### config.mk
export PLATFORM = sky130hd
export DESIGN_NAME = ins_mem_loader
export DESIGN_NICKNAME = d
export VERILOG_FILES = /design/src/rtl/ins_mem_loader.sv
export SDC_FILE = /design/constraint.sdc
export NUM_CORES = 1
export LEC_CHECK = 0
export CORE_MARGIN = 4
export CORE_UTILIZATION = 35
export DETAILED_ROUTE_END_ITERATION = 12
export PLACE_DENSITY = 0.67
export SLEW_MARGIN = 25
export SYNTH_ARGS = -nofsm -noshare
export SYNTH_HDL_FRONTEND = slang
export SYNTH_SLANG_ARGS = --single-unit
export TNS_END_PERCENT = 10
### constraint.sdc
create_clock -name CLK -period 3.4 [get_ports CLK]
set_input_delay 0.34 -clock CLK [delete_from_list [all_inputs] [get_ports CLK]]
set_output_delay 0.34 -clock CLK [all_outputs]
set_load 0.005 [all_outputs]
### src/rtl/ins_mem_loader.sv
// ins_mem_loader: streams bytes into big-endian 32-bit words and writes them
// to instruction memory while holding the CPU off; flags writes past MEM_BYTES.
`default_nettype none

module ins_mem_loader #(
  parameter int MEM_BYTES = 128,
  parameter int LEN_W     = 6
) (
  input  logic             CLK,
  input  logic             Reset,
  input  logic             start,
  input  logic [31:0]      base_addr,
  input  logic [LEN_W-1:0] word_len,
  input  logic [7:0]       byte_in,
  input  logic             byte_valid,
  output logic             byte_ready,
  output logic             wr_en,
  output logic [31:0]      wr_addr,
  output logic [31:0]      wr_data,
  output logic             cpu_hold,
  output logic             done,
  output logic             err
);

  localparam logic [1:0] IDLE  = 2'd0;
  localparam logic [1:0] RECV  = 2'd1;
  localparam logic [1:0] WRITE = 2'd2;
  localparam logic [1:0] FIN   = 2'd3;

  logic [1:0]       state;
  logic [1:0]       byte_idx;
  logic [LEN_W-1:0] word_cnt;
  logic [LEN_W-1:0] len_q;
  logic [31:0]      base_q;
  logic [31:0]      data_q;
  logic             err_q;

  logic [LEN_W:0]   cnt_inc;
  logic [33:0]      start_last;
  logic [33:0]      next_last;
  logic [33:0]      mem_limit;

  // Overflow checks use 34-bit sums so they happen before any 32-bit wrap.
  assign cnt_inc    = {1'b0, word_cnt} + (LEN_W+1)'(1);
  assign mem_limit  = 34'(MEM_BYTES);
  assign start_last = 34'(base_addr) + 34'd3;
  assign next_last  = 34'(base_q) + 34'({cnt_inc, 2'b00}) + 34'd3;

  assign byte_ready = (state == RECV);
  assign wr_en      = (state == WRITE);
  assign cpu_hold   = (state != IDLE);
  assign done       = (state == FIN);
  assign err        = err_q;
  assign wr_data    = data_q;
  assign wr_addr    = base_q + 32'({word_cnt, 2'b00});

  always_ff @(posedge CLK) begin
    if (!Reset) begin
      state    <= IDLE;
      byte_idx <= 2'd0;
      word_cnt <= '0;
      len_q    <= '0;
      base_q   <= 32'd0;
      data_q   <= 32'd0;
      err_q    <= 1'b0;
    end else begin
      case (state)
        IDLE: begin
          if (start) begin
            base_q   <= base_addr;
            len_q    <= word_len;
            err_q    <= 1'b0;
            byte_idx <= 2'd0;
            word_cnt <= '0;
            if (word_len == '0) begin
              state <= FIN;
            end else if (start_last >= mem_limit) begin
              err_q <= 1'b1;
              state <= FIN;
            end else begin
              state <= RECV;
            end
          end
        end
        RECV: begin
          if (byte_valid) begin
            case (byte_idx)
              2'd0:    data_q[31:24] <= byte_in;
              2'd1:    data_q[23:16] <= byte_in;
              2'd2:    data_q[15:8]  <= byte_in;
              default: data_q[7:0]   <= byte_in;
            endcase
            // The index parks at 3 and only returns to 0 through WRITE.
            if (byte_idx == 2'd3) begin
              state <= WRITE;
            end else begin
              byte_idx <= byte_idx + 2'd1;
            end
          end
        end
        WRITE: begin
          word_cnt <= cnt_inc[LEN_W-1:0];
          byte_idx <= 2'd0;
          if (cnt_inc == {1'b0, len_q}) begin
            state <= FIN;
          end else if (next_last >= mem_limit) begin
            err_q <= 1'b1;
            state <= FIN;
          end else begin
            state <= RECV;
          end
        end
        default: begin
          state <= IDLE;
        end
      endcase
    end
  end

endmodule

`default_nettype wire

# After elaboration in Yosys (flattened, before gate mapping)

Index checks and enable logic that the tools add are counted.
W data, S select, Z words.

Register bits after elaboration: 81
Input bits: 50
Output and inout port bits: 69
Logic and storage cells: 68

$add $sub $neg: 6
Magnitude comparators: 2
Equal/unequal tests: 13
Multiplexer cells: 20
Bitwise gates (word level): 1
Reductions and logical operators: 16

Operator list:

| operator                | count |
|---|---|
| $add A33 B2 Y34 const B | 1 |
| $ge A34 B8 Y1 const B   | 1 |
| $add A32 B2 Y33 const B | 1 |
| $add A32 B9 Y33         | 1 |
| $ge A33 B8 Y1 const B   | 1 |
| $add A32 B8 Y32         | 1 |
| $mux W2                 | 10 |
| $reduce_and A3 Y1       | 5 |
| $pmux W2 S3             | 2 |
| $pmux W6 S2             | 1 |
| $eq A2 B2 Y1 const B    | 4 |
| $ne A2 B2 Y1 const B    | 4 |
| $reduce_and A4 Y1       | 2 |
| $add A6 B1 Y7 const B   | 1 |
| $eq A7 B6 Y1            | 1 |
| $logic_not A6 Y1        | 1 |
| $mux W6                 | 1 |
| $mux W1                 | 5 |
| $eq A2 B1 Y1 const B    | 2 |
| $logic_not A2 Y1        | 2 |
| $ne A2 B1 Y1 const B    | 2 |
| $reduce_and A2 Y1       | 2 |
| $reduce_bool A2 Y1      | 2 |
| $reduce_bool A3 Y1      | 1 |
| 4 further kinds         | 4 |

# Longest topological paths before layout

Gate-level depths: netlist of run 1.

Depth in word-level cells: 7
Gate-level depth with buffers: 12

# Worst setup path before layout of run 1

Ideal clock, no wire load.

Path kind: register to register
From: register word_cnt[0]
To: register state[1]
Data arrival time: 2,883 ps
Required time: 3,272 ps
Path slack: 389 ps
Cell stages (with the launch flop): 13
Path buffers: 0
Period minus slack after synthesis: 3,011 ps
Cells stage by stage: dfxtp_1 ha_1 and3_1 and3_1 ha_1 nand2_1 a211oi_4 o21ai_2 nor4_1 xor2_1 or4_4 nand3_1 o211ai_1

Word-level cells in the longest chain between the ends: 7
Elaborated cells between the ends (all ways): 8

Ends and longest elaborated chain:

| element                | line | source |
|---|---|---|
| from (decl)            | 32   | `logic [LEN_W-1:0] word_cnt;` |
| from (signal assigned) | 102  | `word_cnt <= cnt_inc[LEN_W-1:0];` |
| $add A6 B1 Y7 (*)      | 44   | `assign cnt_inc = {1'b0, word_cnt} + (LEN_W+1)'(1);` |
| $add A32 B9 Y33        | 47   | `assign next_last = 34'(base_q) + 34'({cnt_inc, 2'b00}) + 34'd3;` |
| $add A33 B2 Y34        | 47   |  |
| $ge A34 B8 Y1          | 106  | `end else if (next_last >= mem_limit) begin` |
| $mux W2                | 106  |  |
| $mux W2 (*)            | 104  | `if (cnt_inc == {1'b0, len_q}) begin` |
| $pmux W2 S3 (*)        | 67   | `case (state)` |
| to (signal assigned)   | 105  | `state <= FIN;` |
| to (signal assigned)   | 108  | `state <= FIN;` |
| to (signal assigned)   | 110  | `state <= RECV;` |
| to (decl)              | 30   | `logic [1:0] state;` |

Mark *: on every way between the ends. The rest lies on a longest branch, timed or not.
A chain may end at the register's enable or synchronous reset.

# Worst setup path after layout of run 1

From: register word_cnt[0]
To: register err_q, in the netlist err

Word-level cells in the longest chain between the ends: 6
Elaborated cells between the ends (all ways): 8

Ends and longest elaborated chain:

| element                         | line | source |
|---|---|---|
| $add A6 B1 Y7 (*)               | 44   |  |
| $add A32 B9 Y33                 | 47   |  |
| $add A33 B2 Y34                 | 47   |  |
| $ge A34 B8 Y1                   | 106  |  |
| $ne A2 B1 Y1 (no line)          | n/a  |  |
| $reduce_and A4 Y1 (no line) (*) | n/a  |  |
| to (signal assigned)            | 65   | `err_q <= 1'b0;` |
| to (signal assigned)            | 72   | `err_q <= 1'b0;` |
| to (signal assigned)            | 107  | `err_q <= 1'b1;` |
| to (decl)                       | 36   | `logic err_q;` |

Marks and branches as above.

==> flow_summary.yaml, run 1 <==
setup_path:
  r2r_start: "word_cnt[0]$_SDFFE_PN0P_"
  critPathLaunchType: "flop"
  critical_path_class: "reg -> reg"
  rr_endpoint: "err$_SDFFE_PN0P_"
  worst_ep_required_time_ns: 3.63
  critPathMaxFanout: 6
  startpoint: "word_cnt[0]$_SDFFE_PN0P_"
  worst_ep_arrival_time_ns: 3.61
  cp-end-kind: "flop"
  r2r_slack_ns: 0.01
  crit_path_end: "err$_SDFFE_PN0P_"
  reg2regPathDepth: 13
drt:
  drc_errors: 0
  wl_met3_um: 1690
  met1_length_um: 7400
  vias: 5501
  wl_met2_um: 7210
  ant_nets: 0
  drt-total-wl_um: 16800
  dr.pass1.iters: 5
  avgRoutedWirePerCell_um: 16.6
  drt-vias-per-instance: 5.44
  highest_layer: "met4"
  drt-initial-drc-count: 581
cells_and_area:
  multi_input_area_um2: 3440
  regArea_um2: 1630
  syn_to_final_growth_pct: 32.8
  nNetsFinal: 892
  finalCoreUtilization: 0.480
  fillers: 1494
  drive_gt1_frac: 0.102
  antennaDiodeCount: 0
power:
  switching_share: 0.346
  power.density_nw_per_um2: 485
  pwr-share-clk: 0.317
  ir_drop_v: 0.000258
  pwr-share-comb: 0.328
  p_leak_nw: 2.65
  p_switching_mw: 1.19
  power_frac_seq: 0.355
  internal-power_mw: 2.25
flow_run:
  drv_cap: 0
clock_network:
  clk_path_buf_depth: 2
  ctsRootBufferMaster: "clkbuf_16"
  numCtsBuffers: 9
  cts_sinks: 81
  cts_hold_buffers: 0
  clkLatencyLatePin_ns: 0.34
  cts_htree_levels: 3
  clk_pin_slew_ns: 0.06
  cts_tree: "done"
global_routing:
  grt_max_degree: 48
  antenna_found_initial: 0
  grt_remaining_overflow: 0
  grt_pass1_vias: 5271
  grt_pass1_wl_um: 27500
  track_usage: 0.191
synthesis:
  synth_flop_cell: "dfxtp_1"
  synth_area_um2: 5340
  yosysWarnings: 0
  synth_cell_types: 71
  ys_ff_latch: 81
  syn_inst: 716
  synth.yosys.seq_area_share: 0.304
  synth_edf_count: 0
  async_reset_ff_frac: 0
  synth_area_per_cell_um2: 7.45
  synth_nets: 786
floorplan:
  die-area_um2: 17300
  io_pins: 119
  fp.dieH_um: 131
  core_area_um2: 14800
  die_w_um: 131
  row_count: 44
  start_util: 0.362
timing:
  rsz0062_at_grt: "true"
  hold_viol_final: 0
  drv_slew: 0
  holdWs_ns: 0.454
  finalCritPeriodShare: 0.996
  slew_headroom: 0.510
  fin_skew_ns: 0.00476
  fin_ws_ns: 0.0150
  period_minus_slack_ns: 3.39
  tightest_slew_ns: 0.733
  setup_viol: 0
  fmax_ghz: 0.295
hold_path:
  hold_class: "reg -> reg"
place:
  post-dp-hpwl_um: 12800
  place.gp.congestion: 0.959
  pre_cts_ws_ns: 0.0340
  port_buffers: 118
status:
  status: "finished clean"
-- metal layers --
layer,track usage,vias to the layer above
met5,0,-
met4,0.0718,0
met3,0.0814,41
met2,0.283,211
met1,0.246,2523
li1,-,2726
-- Yosys cell counts, types with 5 or more instances --
cell	instances	area [um2]
o21ai_0	9	45.0
nor4_1	10	62.6
nand3_1	28	140
nand2_1	178	668
clkbuf_1	27	101
nand4_1	21	131
ha_1	19	238
or3_1	6	37.5
nor2b_1	5	31.3
dfxtp_1	81	1620
inv_1	20	75.1
xnor2_1	33	289
o211ai_1	7	52.6
nor2_1	36	135
a21oi_1	94	470
xor2_1	13	114
and3_1	11	68.8
buf_4	17	128
nor3_1	10	50.1
-- cell usage in the layout (no fill, tap or decap), types with 5 or more instances in the layout --
cell type,netlist,layout
a21oi_1,94,93
nor4_1,10,9
nor2_1,36,35
xor2_1,13,13
nand2_1,178,178
nand4_1,21,21
o21ai_0,9,8
clkbuf_16,0,9
nor3_1,10,9
xnor2_1,33,33
buf_4,17,23
nor2b_1,5,5
clkdlybuf4s50_1,0,112
ha_1,19,17
dfxtp_1,81,78
and3_1,11,11
o211ai_1,7,7
nand3_1,28,28
or3_1,6,6
inv_1,20,20
-- critical path: stages, from the launching register on --
cell	delay, ns
dfxtp_2	0.33
buf_4	0.14
ha_1	0.20
and3_1	0.20
and3_1	0.20
ha_2	0.41
nand2_1	0.18
a211oi_4	0.29
o21ai_2	0.15
nor4_1	0.34
xor2_1	0.12
or4_4	0.51
nor3_2	0.12
a21oi_1	0.08
-- area by class of cell --
cell class / instances / share of cell area
well taps: 184 / 0.0325
repair buffers: 142 / 0.195
flip-flops and latches: 81 / 0.229
clock inverters: 7 / 0.0155
multi-input cells: 567 / 0.485
inverters: 21 / 0.0111
clock buffers: 9 / 0.0318
-- timing repair --
item | in CTS | in global routing
pin swaps | 7 | 9
gates resized for setup | 10 | 11
buffers inserted | 1 | 2
endpoints found under the setup margin | 10 | 23
hold endpoints to repair | 0 | 0
-- state kept, by name, indices dropped and copies added (netlist names) --
signal	flops
base_q	32
byte_idx	2
err	1
len_q	6
state	2
word_cnt	6
wr_data	32
-- through the flow --
| step | instances | total power [mW] | area [um2] | setup TNS (ns) |
|---|---|---|---|---|
| after global placement | 992 | 2.35 | 6670 | 0 |
| after floorplan | 716 | 1.88 | 5340 | 0 |
| after detailed placement | 992 | 2.36 | 6670 | 0 |
| after global routing | 1011 | 3.63 | 7090 | -1.22 |
| final | 1011 | 3.44 | 7090 | 0 |
| after CTS | 1009 | 3.45 | 7030 | -0.0773 |
-- logic make-up after synthesis --
group                      Yosys count  share of synthesized area
and+or+nand+nor                    339                      0.314
AOI/OAI and AO/OA                  158                      0.190
DFF                                 81                      0.304
buffers and inverters               68                     0.0605
xor gates and xnor gates            46                     0.0755
adders and majority gates           20                     0.0483
muxes                                4                    0.00750
-- worst min path at each step --
stage / endpoint / slack [ns] / depth (start not counted) / startpoint
after floorplan: len_q[1]$_SDFFE_PN0P_ / 0.45 / 2 / len_q[1]$_SDFFE_PN0P_
after global placement: wr_data[2]$_SDFFE_PN0P_ / 0.44 / 2 / wr_data[2]$_SDFFE_PN0P_
after detailed placement: wr_data[5]$_SDFFE_PN0P_ / 0.45 / 2 / wr_data[5]$_SDFFE_PN0P_
after CTS: wr_data[5]$_SDFFE_PN0P_ / 0.46 / 2 / wr_data[5]$_SDFFE_PN0P_
after global routing: wr_data[24]$_SDFFE_PN0P_ / 0.47 / 2 / wr_data[24]$_SDFFE_PN0P_
final: wr_data[0]$_SDFFE_PN0P_ / 0.45 / 2 / wr_data[0]$_SDFFE_PN0P_
-- power by group through the flow --
| stage | clock [mW] | combinational, mW | sequential [mW] |
|---|---|---|---|
| 6_report | 1.09 | 1.13 | 1.22 |
| 5_1_grt | 1.15 | 1.24 | 1.23 |
| 4_1_cts | 1.11 | 1.13 | 1.21 |
| 3_5_place_dp | 0 | 1.13 | 1.23 |
| 3_3_place_gp | 0 | 1.12 | 1.23 |
| 2_1_floorplan | 0 | 0.733 | 1.15 |
Note: power is estimated with default switching activity, not from simulation.
==> run 2, diff against run 1 <==
--- a/config.mk
+++ b/config.mk
@@ -7,10 +7,10 @@
 export LEC_CHECK = 0
 export CORE_MARGIN = 4
 export CORE_UTILIZATION = 35
+export CTS_BUF_LIST = sky130_fd_sc_hd__clkbuf_16
 export DETAILED_ROUTE_END_ITERATION = 12
 export PLACE_DENSITY = 0.67
 export SLEW_MARGIN = 25
 export SYNTH_ARGS = -nofsm -noshare
 export SYNTH_HDL_FRONTEND = slang
 export SYNTH_SLANG_ARGS = --single-unit
-export TNS_END_PERCENT = 10
==> flow_summary.yaml, run 2 (synthesis gave the netlist of run 1 again) <==
setup_path:
  r2r_slack_ns: 0.05
  critPathLaunchType: "flop"
  worst_ep_arrival_time_ns: 3.58
  critPathMaxFanout: 6
  cpPeakStageDelay_ns: 0.51
  path_buf_inv: 1
  cpLargestDelayFamily: "simple AND/OR/NAND/NOR gates"
  critical_path_class: "reg -> reg"
  path_common_cell: "and3_1"
  cp-end-kind: "flop"
  path_cells: "buf_4 > ha_1 > and3_1 > and3_1 > ha_2 > nand2_2 > a211oi_4 > o21ai_2 > nor4_2 > xor2_1 > or4_4 > nor3_2 > a21oi_1"
  worst_ep_required_time_ns: 3.63
  slowest_stage: "or4_4"
drt:
  drc_errors: 0
  ant_nets: 0
  drt-initial-drc-count: 419
  avgRoutedWirePerCell_um: 16.7
  drt-total-wl_um: 17000
  dr.pass1.iters: 5
  vias: 5585
  drt-vias-per-instance: 5.50
place:
  place_area_um2: 6670
  place.gp.congestion: 0.959
  port_buffers: 118
  post-dp-hpwl_um: 12800
  placed_cells: 992
  pre_cts_ws_ns: 0.0340
global_routing:
  grt_pass1_vias: 5313
  antenna_found_initial: 0
  grt_pass1_wl_um: 27500
  grt_remaining_overflow: 0
  grt_max_degree: 48
  track_usage: 0.191
clock_network:
  clkLatencyLatePin_ns: 0.34
  numCtsBuffers: 9
  clk_path_buf_depth: 2
  cts_tree: "done"
  cts_htree_levels: 3
  ctsRootBufferMaster: "clkbuf_16"
  clk_pin_slew_ns: 0.07
  cts_hold_buffers: 0
  cts_sinks: 81
power:
  p_total_mw: 3.44
  ir_drop_v: 0.000259
  p_leak_nw: 2.64
  power.density_nw_per_um2: 481
flow_run:
  drv_cap: 0
timing:
  fin_skew_ns: 0.00433
  period_minus_slack_ns: 3.35
  tightest_slew_ns: 0.734
  finalCritPeriodShare: 0.986
  setup_viol: 0
  fin_ws_ns: 0.0479
  slew_headroom: 0.510
  drv_slew: 0
  hold_viol_final: 0
  fmax_ghz: 0.298
  rsz0062_at_grt: "true"
floorplan:
  start_util: 0.362
  fp.dieH_um: 131
  core_area_um2: 14800
  row_count: 44
  die_w_um: 131
  io_pins: 119
  die-area_um2: 17300
cells_and_area:
  final_cells: 1015
  nNetsFinal: 896
  syn_to_final_growth_pct: 34.0
  antennaDiodeCount: 0
  final_area_um2: 7150
  final_cell_mix: "nand2_1 (177), clkdlybuf4s50_1 (113), a21oi_1 (93), dfxtp_1 (78), nor2_1 (34)"
  fillers: 1492
  final_common_cell: "nand2_1"
  drive_gt1_frac: 0.114
hold_path:
  hold_class: "reg -> reg"
status:
  status: "finished clean"
[run 2: report_power, final]
part           total (mW)  switching [mW]  internal [mW]
clock                1.09           0.430          0.657
sequential           1.22           0.162           1.06
combinational        1.13           0.600          0.530
[run 2: timing repair]
action                                  in CTS  in global routing
hold endpoints to repair                     0                  0
setup buffers                                4                  3
pin swaps                                    8                 10
gates resized for setup                     11                 21
endpoints found under the setup margin      10                 24
[run 2: worst paths after layout]
| kind | from | to | depth (start not counted) |
|---|---|---|---|
| setup / recovery | word_cnt[0]$_SDFFE_PN0P_ | err$_SDFFE_PN0P_ | 13 |
| hold / removal | wr_data[5]$_SDFFE_PN0P_ | wr_data[5]$_SDFFE_PN0P_ | 2 |
| setup reg to reg | word_cnt[0]$_SDFFE_PN0P_ | err$_SDFFE_PN0P_ | 13 |
| hold reg to reg | wr_data[5]$_SDFFE_PN0P_ | wr_data[5]$_SDFFE_PN0P_ | 2 |
[run 2: cell type report]
cell class / instances / area (um2) / area share
well taps: 184 / 230 / 0.0322
inverters: 21 / 78.8 / 0.0110
clock buffers: 9 / 225 / 0.0315
flip-flops and latches: 81 / 1630 / 0.228
multi-input cells: 567 / 3480 / 0.486
repair buffers: 146 / 1400 / 0.196
clock inverters: 7 / 110 / 0.0154
[run 2: worst reg2reg max path, stage by stage, from the launching register on]
cell	delay (ns)
dfxtp_4	0.36
buf_4	0.14
ha_1	0.21
and3_1	0.20
and3_1	0.20
ha_2	0.41
nand2_2	0.13
a211oi_4	0.33
o21ai_2	0.16
nor4_2	0.27
xor2_1	0.11
or4_4	0.51
nor3_2	0.12
a21oi_1	0.08
[run 2: per-stage QoR]
step                      TNS, ns  utilization  hold WS [ns]
after detailed placement        0        0.452         0.447
after floorplan                 0            -         0.448
after global placement          0        0.452         0.441
after CTS                 -0.0547        0.478         0.456
final                           0        0.485         0.454
after global routing       -0.460        0.485         0.470
[run 2: routing by layer]
metal  GRT usage  part of all wire
met3      0.0822              0.11
met4      0.0747             0.033
met1       0.244              0.43
met5           0                 0
met2       0.284              0.43
